`config.mk`:
```
export PLATFORM = sky130hd
export DESIGN_NAME = sha_digest_uart_tx
export DESIGN_NICKNAME = d
export VERILOG_FILES = /design/src/rtl/sha_uart_pkg.sv /design/src/rtl/hex_nibble_to_ascii.sv /design/src/rtl/sha_digest_uart_tx.sv
export SDC_FILE = /design/constraint.sdc
export NUM_CORES = 1
export LEC_CHECK = 0
export BUFFER_PORTS_ARGS = -buffer_cell sky130_fd_sc_hd__buf_2
export CORE_MARGIN = 2
export CORE_UTILIZATION = 50
export CTS_CLUSTER_DIAMETER = 80
export CTS_CLUSTER_SIZE = 10
export DETAILED_ROUTE_END_ITERATION = 12
export GPL_ROUTABILITY_DRIVEN = 0
export PLACE_DENSITY_LB_ADDON = 0.12
export SLEW_MARGIN = 20
export SYNTH_ARGS = -nofsm -noshare
export SYNTH_HDL_FRONTEND = slang
export SYNTH_SLANG_ARGS = --single-unit
```
`constraint.sdc`:
```
create_clock -name clk -period 2.2 [get_ports clk]
set_input_delay 0.11 -clock clk [delete_from_list [all_inputs] [get_ports clk]]
set_output_delay 0.11 -clock clk [all_outputs]
set_load 0.03 [all_outputs]
```
`src/rtl/sha_uart_pkg.sv`:
```
// Shared types and constants for the SHA-1 digest to UART byte-stream path.
package sha_uart_pkg;

  typedef enum logic [1:0] {IDLE, LOAD, SEND, WAIT} state_e;

  localparam int RAW_FRAME_LEN = 20;
  localparam int HEX_FRAME_LEN = 42;

  localparam logic [7:0] ASCII_0    = 8'h30;
  localparam logic [7:0] ASCII_A_LC = 8'h61;
  localparam logic [7:0] ASCII_CR   = 8'h0D;
  localparam logic [7:0] ASCII_LF   = 8'h0A;

endpackage

```
`src/rtl/hex_nibble_to_ascii.sv`:
```
// Nibble to lowercase ASCII hex character; purely combinational.
module hex_nibble_to_ascii
  import sha_uart_pkg::*;
(
  input  logic [3:0] nib_i,
  output logic [7:0] ascii_o
);

  always_comb begin
    if (nib_i < 4'd10) ascii_o = ASCII_0 + {4'h0, nib_i};
    else               ascii_o = ASCII_A_LC + {4'h0, nib_i} - 8'd10;
  end

endmodule

```
`src/rtl/sha_digest_uart_tx.sv`:
```
// Serialises captured digests MSB-first into UART bytes (raw or hex + CR LF).
// din_vld -> tx_send in 2 cycles; one pending digest is buffered, further ones dropped with overrun.
module sha_digest_uart_tx
  import sha_uart_pkg::*;
#(
  parameter int HEX_MODE = 1,
  parameter int DW       = 160
) (
  input  logic          clk,
  input  logic          rst,
  input  logic [DW-1:0] din,
  input  logic          din_vld,
  output logic [7:0]    tx_data,
  output logic          tx_send,
  input  logic          tx_done,
  output logic          busy,
  output logic          frame_done,
  output logic          overrun
);

  localparam int FRAME_LEN = (HEX_MODE != 0) ? (DW / 4 + 2) : (DW / 8);
  localparam int SHIFT     = (HEX_MODE != 0) ? 4 : 8;
  localparam logic [5:0] LAST_IDX = 6'(FRAME_LEN - 1);

  state_e        state_q, state_d;
  logic [DW-1:0] pend_q, pend_d;
  logic          pend_vld_q, pend_vld_d;
  logic [DW-1:0] shift_q;
  logic [5:0]    cnt_q;
  logic          busy_q, frame_done_q, overrun_q;
  logic [7:0]    cur_byte;
  logic          last_byte, byte_done, pend_free;

  assign last_byte = (cnt_q == LAST_IDX);
  assign byte_done = (state_q == WAIT) && tx_done;
  // LOAD empties the buffer this cycle, so a simultaneous capture is not an overrun
  assign pend_free = !pend_vld_q || (state_q == LOAD);

  always_ff @(posedge clk) begin
    if (rst) state_q <= IDLE;
    else     state_q <= state_d;
  end

  always_comb begin
    state_d = state_q;
    unique case (state_q)
      IDLE: if (pend_vld_q || din_vld) state_d = LOAD;
      LOAD: state_d = SEND;
      SEND: state_d = WAIT;
      WAIT: if (tx_done) state_d = last_byte ? IDLE : SEND;
      default: state_d = IDLE;
    endcase
  end

  always_comb begin
    pend_d     = pend_q;
    pend_vld_d = pend_vld_q && (state_q != LOAD);
    if (din_vld && pend_free) begin
      pend_d     = din;
      pend_vld_d = 1'b1;
    end
  end

  always_ff @(posedge clk) begin
    if (rst) begin
      pend_q       <= '0;
      pend_vld_q   <= 1'b0;
      shift_q      <= '0;
      cnt_q        <= '0;
      busy_q       <= 1'b0;
      frame_done_q <= 1'b0;
      overrun_q    <= 1'b0;
    end else begin
      pend_q       <= pend_d;
      pend_vld_q   <= pend_vld_d;
      busy_q       <= (state_d != IDLE) || pend_vld_d;
      frame_done_q <= byte_done && last_byte;
      overrun_q    <= din_vld && !pend_free;
      if (state_q == LOAD) begin
        shift_q <= pend_q;
        cnt_q   <= '0;
      end else if (byte_done && !last_byte) begin
        shift_q <= shift_q << SHIFT;
        cnt_q   <= cnt_q + 6'd1;
      end
    end
  end

  generate
    if (HEX_MODE != 0) begin : g_hex
      localparam logic [5:0] NIB_CNT = 6'(DW / 4);
      logic [7:0] nib_ascii;

      hex_nibble_to_ascii u_nib (
        .nib_i  (shift_q[DW-1 -: 4]),
        .ascii_o(nib_ascii)
      );

      always_comb begin
        if (cnt_q < NIB_CNT)       cur_byte = nib_ascii;
        else if (cnt_q == NIB_CNT) cur_byte = ASCII_CR;
        else                       cur_byte = ASCII_LF;
      end
    end else begin : g_raw
      assign cur_byte = shift_q[DW-1 -: 8];
    end
  endgenerate

  always_comb begin
    tx_send    = (state_q == SEND);
    tx_data    = 8'h00;
    if (state_q == SEND || state_q == WAIT) tx_data = cur_byte;
    busy       = busy_q;
    frame_done = frame_done_q;
    overrun    = overrun_q;
  end

endmodule

```
* Word-level counts from Yosys, hierarchy flattened
Index checks and enable logic that the tools add are counted.
** Storage, ports and cells
- Bits in registers :: 332
- Output and inout port bits :: 12
- Word-level logic and storage cells :: 48
** Cells by class
- Add/sub/neg operators :: 4
- Magnitude comparators :: 2
- Equal/unequal tests :: 6
- Mux-type cells :: 11
- Reduce and logical (&&, ||, !) cells :: 17
** Operator list (count)
- two-way mux 160 bit :: 2
- two-way mux 8 bit :: 3
- == test 6 bit, second input constant :: 2
- adder 7 x 4 -> 8 bit, first input constant :: 1
- one-hot mux 2 bit (4 select lines) :: 1
- subtractor 8 x 4 -> 8 bit, second input constant :: 1
- adder 6 x 4 -> 7 bit, first input constant :: 1
- adder 6 x 1 -> 6 bit, second input constant :: 1
- logical AND 1 bit :: 6
- less-than comparator 6 bit, second input constant :: 1
- two-way mux 2 bit :: 3
- == test 2 bit, second input constant :: 2
- logical OR 1 bit :: 4
- less-than comparator 4 bit, second input constant :: 1
- nonzero test 2 bit :: 2
- zero test 1 bit :: 3
- two-way mux 3 bit :: 1
- == test 2 x 1 -> 1 bit, second input constant :: 1
- zero test 2 bit :: 1
- inequality test 2 x 1 -> 1 bit, second input constant :: 1
- OR reduction 2 bit :: 1
- two-way mux 1 bit :: 1

* Logic depth before layout (Yosys ltp)
- Depth after elaboration :: 6
- Mapped depth :: 8
- Mapped depth without buffers :: 6

* Modules after synthesis
From an unflattened synthesis, not the netlist that was laid out.
** Unflattened totals
- Cell total of the unflattened synthesis :: 1518
- Area, all modules :: 13940.9 um^2
** By module, submodules not included
- sha_digest_uart_tx :: instances 1, cells each 1501, area an instance 13818.3 um^2, sequential area each 6646.4 um^2
- hex_nibble_to_ascii :: instances 1, cells each 17, area an instance 122.6 um^2, sequential area each 0.0 um^2

* Worst setup path after synthesis
No wires, ideal clock.
- Kind :: flip-flop to output port
- Start :: register cnt_q[0]
- End :: output tx_data[1]
- Arrival time :: 1518 ps
- Slack :: 572 ps
- Stages on the path, launching flop included :: 6
- Path buffers :: 0
- Cells stage by stage :: dfxtp_1 inv_1 ha_1 nand2b_1 a21oi_1 o32ai_1
** Between the ends
- Longest elaborated chain between the ends :: 4
- Elaborated cells between the ends (all ways) :: 5
- Those cells by class :: order compare: 1; eq/ne: 1; mux: 3
** RTL lines
- start: declaration :: RTL line sha_digest_uart_tx.sv:29 : logic [5:0] cnt_q;
- start signal: assignment :: RTL line sha_digest_uart_tx.sv:84 : cnt_q <= cnt_q + 6'd1;
- parallel branches: the longest is 2 deep, another holds less-than comparator 6 bit
- two-way mux 8 bit (*) :: RTL line sha_digest_uart_tx.sv:100 : if (cnt_q < NIB_CNT) cur_byte = nib_ascii;
- two-way mux 8 bit (*) :: RTL line sha_digest_uart_tx.sv:112 : if (state_q == SEND || state_q == WAIT) tx_data = cur_byte;
- end: declaration :: RTL line sha_digest_uart_tx.sv:13 : output logic [7:0] tx_data,
Every way passes the cells marked *.

* Worst setup path after layout
- Start :: register shift_q[157]
- End :: output tx_data[2]
** Between the ends
- Longest elaborated chain between the ends :: 5
- Elaborated cells between the ends (all ways) :: 7
- Those cells by class :: add/sub: 3; order compare: 1; mux: 3
** RTL lines
- start: declaration :: RTL line sha_digest_uart_tx.sv:28 : logic [DW-1:0] shift_q;
- start signal: assignment :: RTL line sha_digest_uart_tx.sv:80 : shift_q <= pend_q;
- start signal: assignment :: RTL line sha_digest_uart_tx.sv:83 : shift_q <= shift_q << SHIFT;
- adder 7 x 4 -> 8 bit :: RTL line hex_nibble_to_ascii.sv:11 : else ascii_o = ASCII_A_LC + {4'h0, nib_i} - 8'd10;
- subtractor 8 x 4 -> 8 bit :: RTL line hex_nibble_to_ascii.sv:11
- two-way mux 8 bit (*) :: RTL line hex_nibble_to_ascii.sv:10 : if (nib_i < 4'd10) ascii_o = ASCII_0 + {4'h0, nib_i};
- two-way mux 8 bit (*) :: RTL line sha_digest_uart_tx.sv:100
- two-way mux 8 bit (*) :: RTL line sha_digest_uart_tx.sv:112
Every way passes the cells marked *; elsewhere a longest branch is shown, timed or not.

==> impl_metrics.json <==
{
  "grt_max_degree": 95,
  "ys_ff_latch": 332,
  "r2r-end": "shift_q[135]",
  "startpoint_type": "flop",
  "yosysSeqAreaShare_pct": 49.6,
  "synth_top_area_share_pct": 49.6,
  "antenna_found_initial": 1,
  "fin_skew_ns": 0.0117,
  "initial_utilization_pct": 51.1,
  "yosysUniqueCellTypes": 39,
  "fillers": 2207,
  "cts_inserted_buffers": 39,
  "nets": 1948,
  "tightest_slew_ns": 0.585,
  "clock_latency_ns": 0.51,
  "period_share_pct": 97.8,
  "grt_pass1_vias": 11180,
  "grt_usage_pct": 23.5,
  "cts_tree": "yes",
  "synth.area.top_cells": "dfxtp_1 50%, nand2_1 9.3%, o21bai_1 8.5%, a221oi_2 6.8%, a21oi_1 6.5%",
  "endpoint": "tx_data[2]",
  "clkSinkCount": 332,
  "first_iter_violations": 749,
  "worstPathRequired_ns": 2.09,
  "dieArea_um2": 28100,
  "ir_worst_vdd_v": 0.000655,
  "reg2reg_from": "state_q[1]",
  "powerDensity_nw_per_um2": 878,
  "area_growth_syn_to_layout_pct": 27.6,
  "die_x_um": 168,
  "netlist_instances": 1517,
  "fmax_mhz": 465,
  "synth_compound_area_share_pct": 28.8,
  "dp_hpwl_um": 19100,
  "avgSynthCellArea_um2": 8.84,
  "drv_cap": 0,
  "pin_count": 176,
  "drive_gt1_share_pct": 17.6,
  "root_buffer": "clkbuf_16",
  "vias_per_cell": 5.53,
  "crit_arrival_ns": 2.04,
  "whs_ns": 0.0215,
  "crit_fanout": 4,
  "reg2reg_setup_slack_ns": 0.20,
  "grt_overflow": 0,
  "synth.area.mux_share_pct": 0.457,
  "post_drt_wl_per_cell_um": 16.0,
  "status": "finished clean",
  "ys_warn_count": 0,
  "die_h_um": 168,
  "port-buffer-count": 174,
  "max_slew_margin_pct": 61.0,
  "leakagePower_nw": 6.66,
  "critical_path_class": "flop to primary output",
  "clkTransAtPathRegs_ns": 0.06,
  "ant_nets": 0,
  "dr_total_vias": 11704,
  "core_area_um2": 26200,
  "synth_simple_gate_area_share_pct": 14.9,
  "final_common_cell": "dfxtp_1",
  "syn-num-nets": 1685,
  "drt-pass1-iter-count": 5,
  "yosys.area_share.xor_xnor_pct": 0.327,
  "cts_setup_buffers": 0,
  "crit_path_end_kind": "primary output",
  "clock_path_buffers": 3,
  "grt_pass1_wl_um": 55200,
  "synth_adder_area_share_pct": 0.373,
  "htree_levels": 2,
  "layout_min_cycle_time_ns": 2.15,
  "yosysTopAreaCell": "dfxtp_1",
  "crit_start": "shift_q[157]",
  "totalWireLength_um": 33900,
  "hold_class": "primary input to flop",
  "drc": 0,
  "utilization_pct": 65.3,
  "core.rowCount": 59,
  "maxSlewViolCount": 0,
  "rr_worst_depth": 5,
  "netlist_area_um2": 13400,
  "setup_viol": 0,
  "finalHoldViolCount": 0,
  "synth_top_family_by_area": "compound AO/OA/AOI/OAI gates",
  "final_cell_mix": "332 x dfxtp_1, 330 x nand2_1, 174 x a21oi_1"
}
[registers in the layout (all words and copies together), names as in the netlist]
signal      count
cnt_q           6
pend_vld_q      1
pend_q        160
state_q         2
busy            1
shift_q       160
overrun         1
frame_done      1
[routing by layer]
metal | vias to the layer above | GRT usage (%) | part of all wire (%)
met1 | 5537 | 31.3 | 45
met4 | 0 | 7.45 | 2.4
li1 | 5818 | - | -
met5 | - | 0 | 0
met2 | 283 | 39.3 | 48
met3 | 66 | 3.69 | 4.6
[where the power goes]
| group | total (mW) | internal (mW) | switching (mW) |
|---|---|---|---|
| logic | 2.72 | 1.24 | 1.49 |
| clock network | 5.52 | 3.26 | 2.25 |
| registers | 6.78 | 6.57 | 0.215 |
| total | 15.0 | 11.1 | 3.96 |
[worst max-delay path: stages, from the launching register on]
cell and delay, ns:
dfxtp_1 0.34, inv_1 0.16, ha_1 0.20, nand2_1 0.07, or3_1 0.33, a31oi_1 0.23, buf_4 0.20
[layout make-up]
| class | count | area [um^2] | share of cell area, % |
|---|---|---|---|
| clock buffers | 41 | 1030 | 6.00 |
| clock inverters | 1 | 8.76 | 0.0512 |
| inverters | 9 | 33.8 | 0.198 |
| repair buffers | 366 | 2920 | 17.1 |
| well taps | 335 | 419 | 2.45 |
| diodes | 1 | 2.50 | 0.0146 |
| multi-input cells | 1032 | 6050 | 35.4 |
| flip-flops and latches | 332 | 6650 | 38.9 |
[kinds of logic after synthesis]
kind of cell / after synthesis
AOI/OAI and AO/OA: 497
other: 1
buffers and inverters: 153
and+or+nand+nor: 519
xor gates and xnor gates: 5
adders and majority gates: 4
muxes: 6
DFF: 332
[stage by stage]
step / power [mW] / cells / cell area [um^2] / setup slack (ns) / setup TNS [ns]
after global placement: 9.34 / 1912 / 14400 / 0.297 / 0
after CTS: 15.2 / 2116 / 17100 / 0.0156 / 0
after floorplan: 8.77 / 1517 / 13400 / 0.572 / 0
final: 15.0 / 2117 / 17100 / 0.0483 / 0
after global routing: 15.8 / 2117 / 17100 / -0.00280 / -0.00280
after detailed placement: 9.40 / 1912 / 14400 / 0.239 / 0
[synth_stat cells]
cell type	instances
a21boi_0	3
a21o_1	1
a21oi_1	174
a21oi_4	1
a221oi_1	91
a221oi_2	61
a311oi_1	1
a31oi_1	3
and2b_1	1
and3_1	2
and4_1	1
buf_1	6
buf_2	63
buf_4	20
buf_6	2
clkbuf_1	53
conb_1	1
dfxtp_1	332
ha_1	4
inv_1	9
mux2_2	1
mux2i_1	5
nand2_1	331
nand2b_1	4
nand3_1	6
nand3b_1	1
nand4_1	1
nor2_1	169
nor3_1	1
o21ai_0	5
o21ai_1	1
o21ai_2	1
o21bai_1	152
o22ai_1	1
o2bb2a_1	1
o32ai_1	1
or3_1	2
xnor2_1	3
xor2_1	2
[timing repair]
item                                   4_1_cts  5_1_grt
hold buffers                               162        0
setup endpoints to repair                    1        0
resized for setup                            1        0
endpoints found under the hold margin      164        0
[worst min path at each step]
| stage | slack, ns | cells after the start | from | end |
|---|---|---|---|---|
| global placement | 0.35 | 3 | din[37] | pend_q[37] |
| finish | 0.02 | 2 | rst | state_q[0] |
| CTS | 0.009 | 2 | rst | state_q[0] |
| floorplan | 0.23 | 2 | din_vld | pend_vld_q |
| global route | 0.03 | 2 | rst | pend_vld_q |
| detailed placement | 0.36 | 3 | din[37] | pend_q[37] |
(Power assumes the default switching activity.)
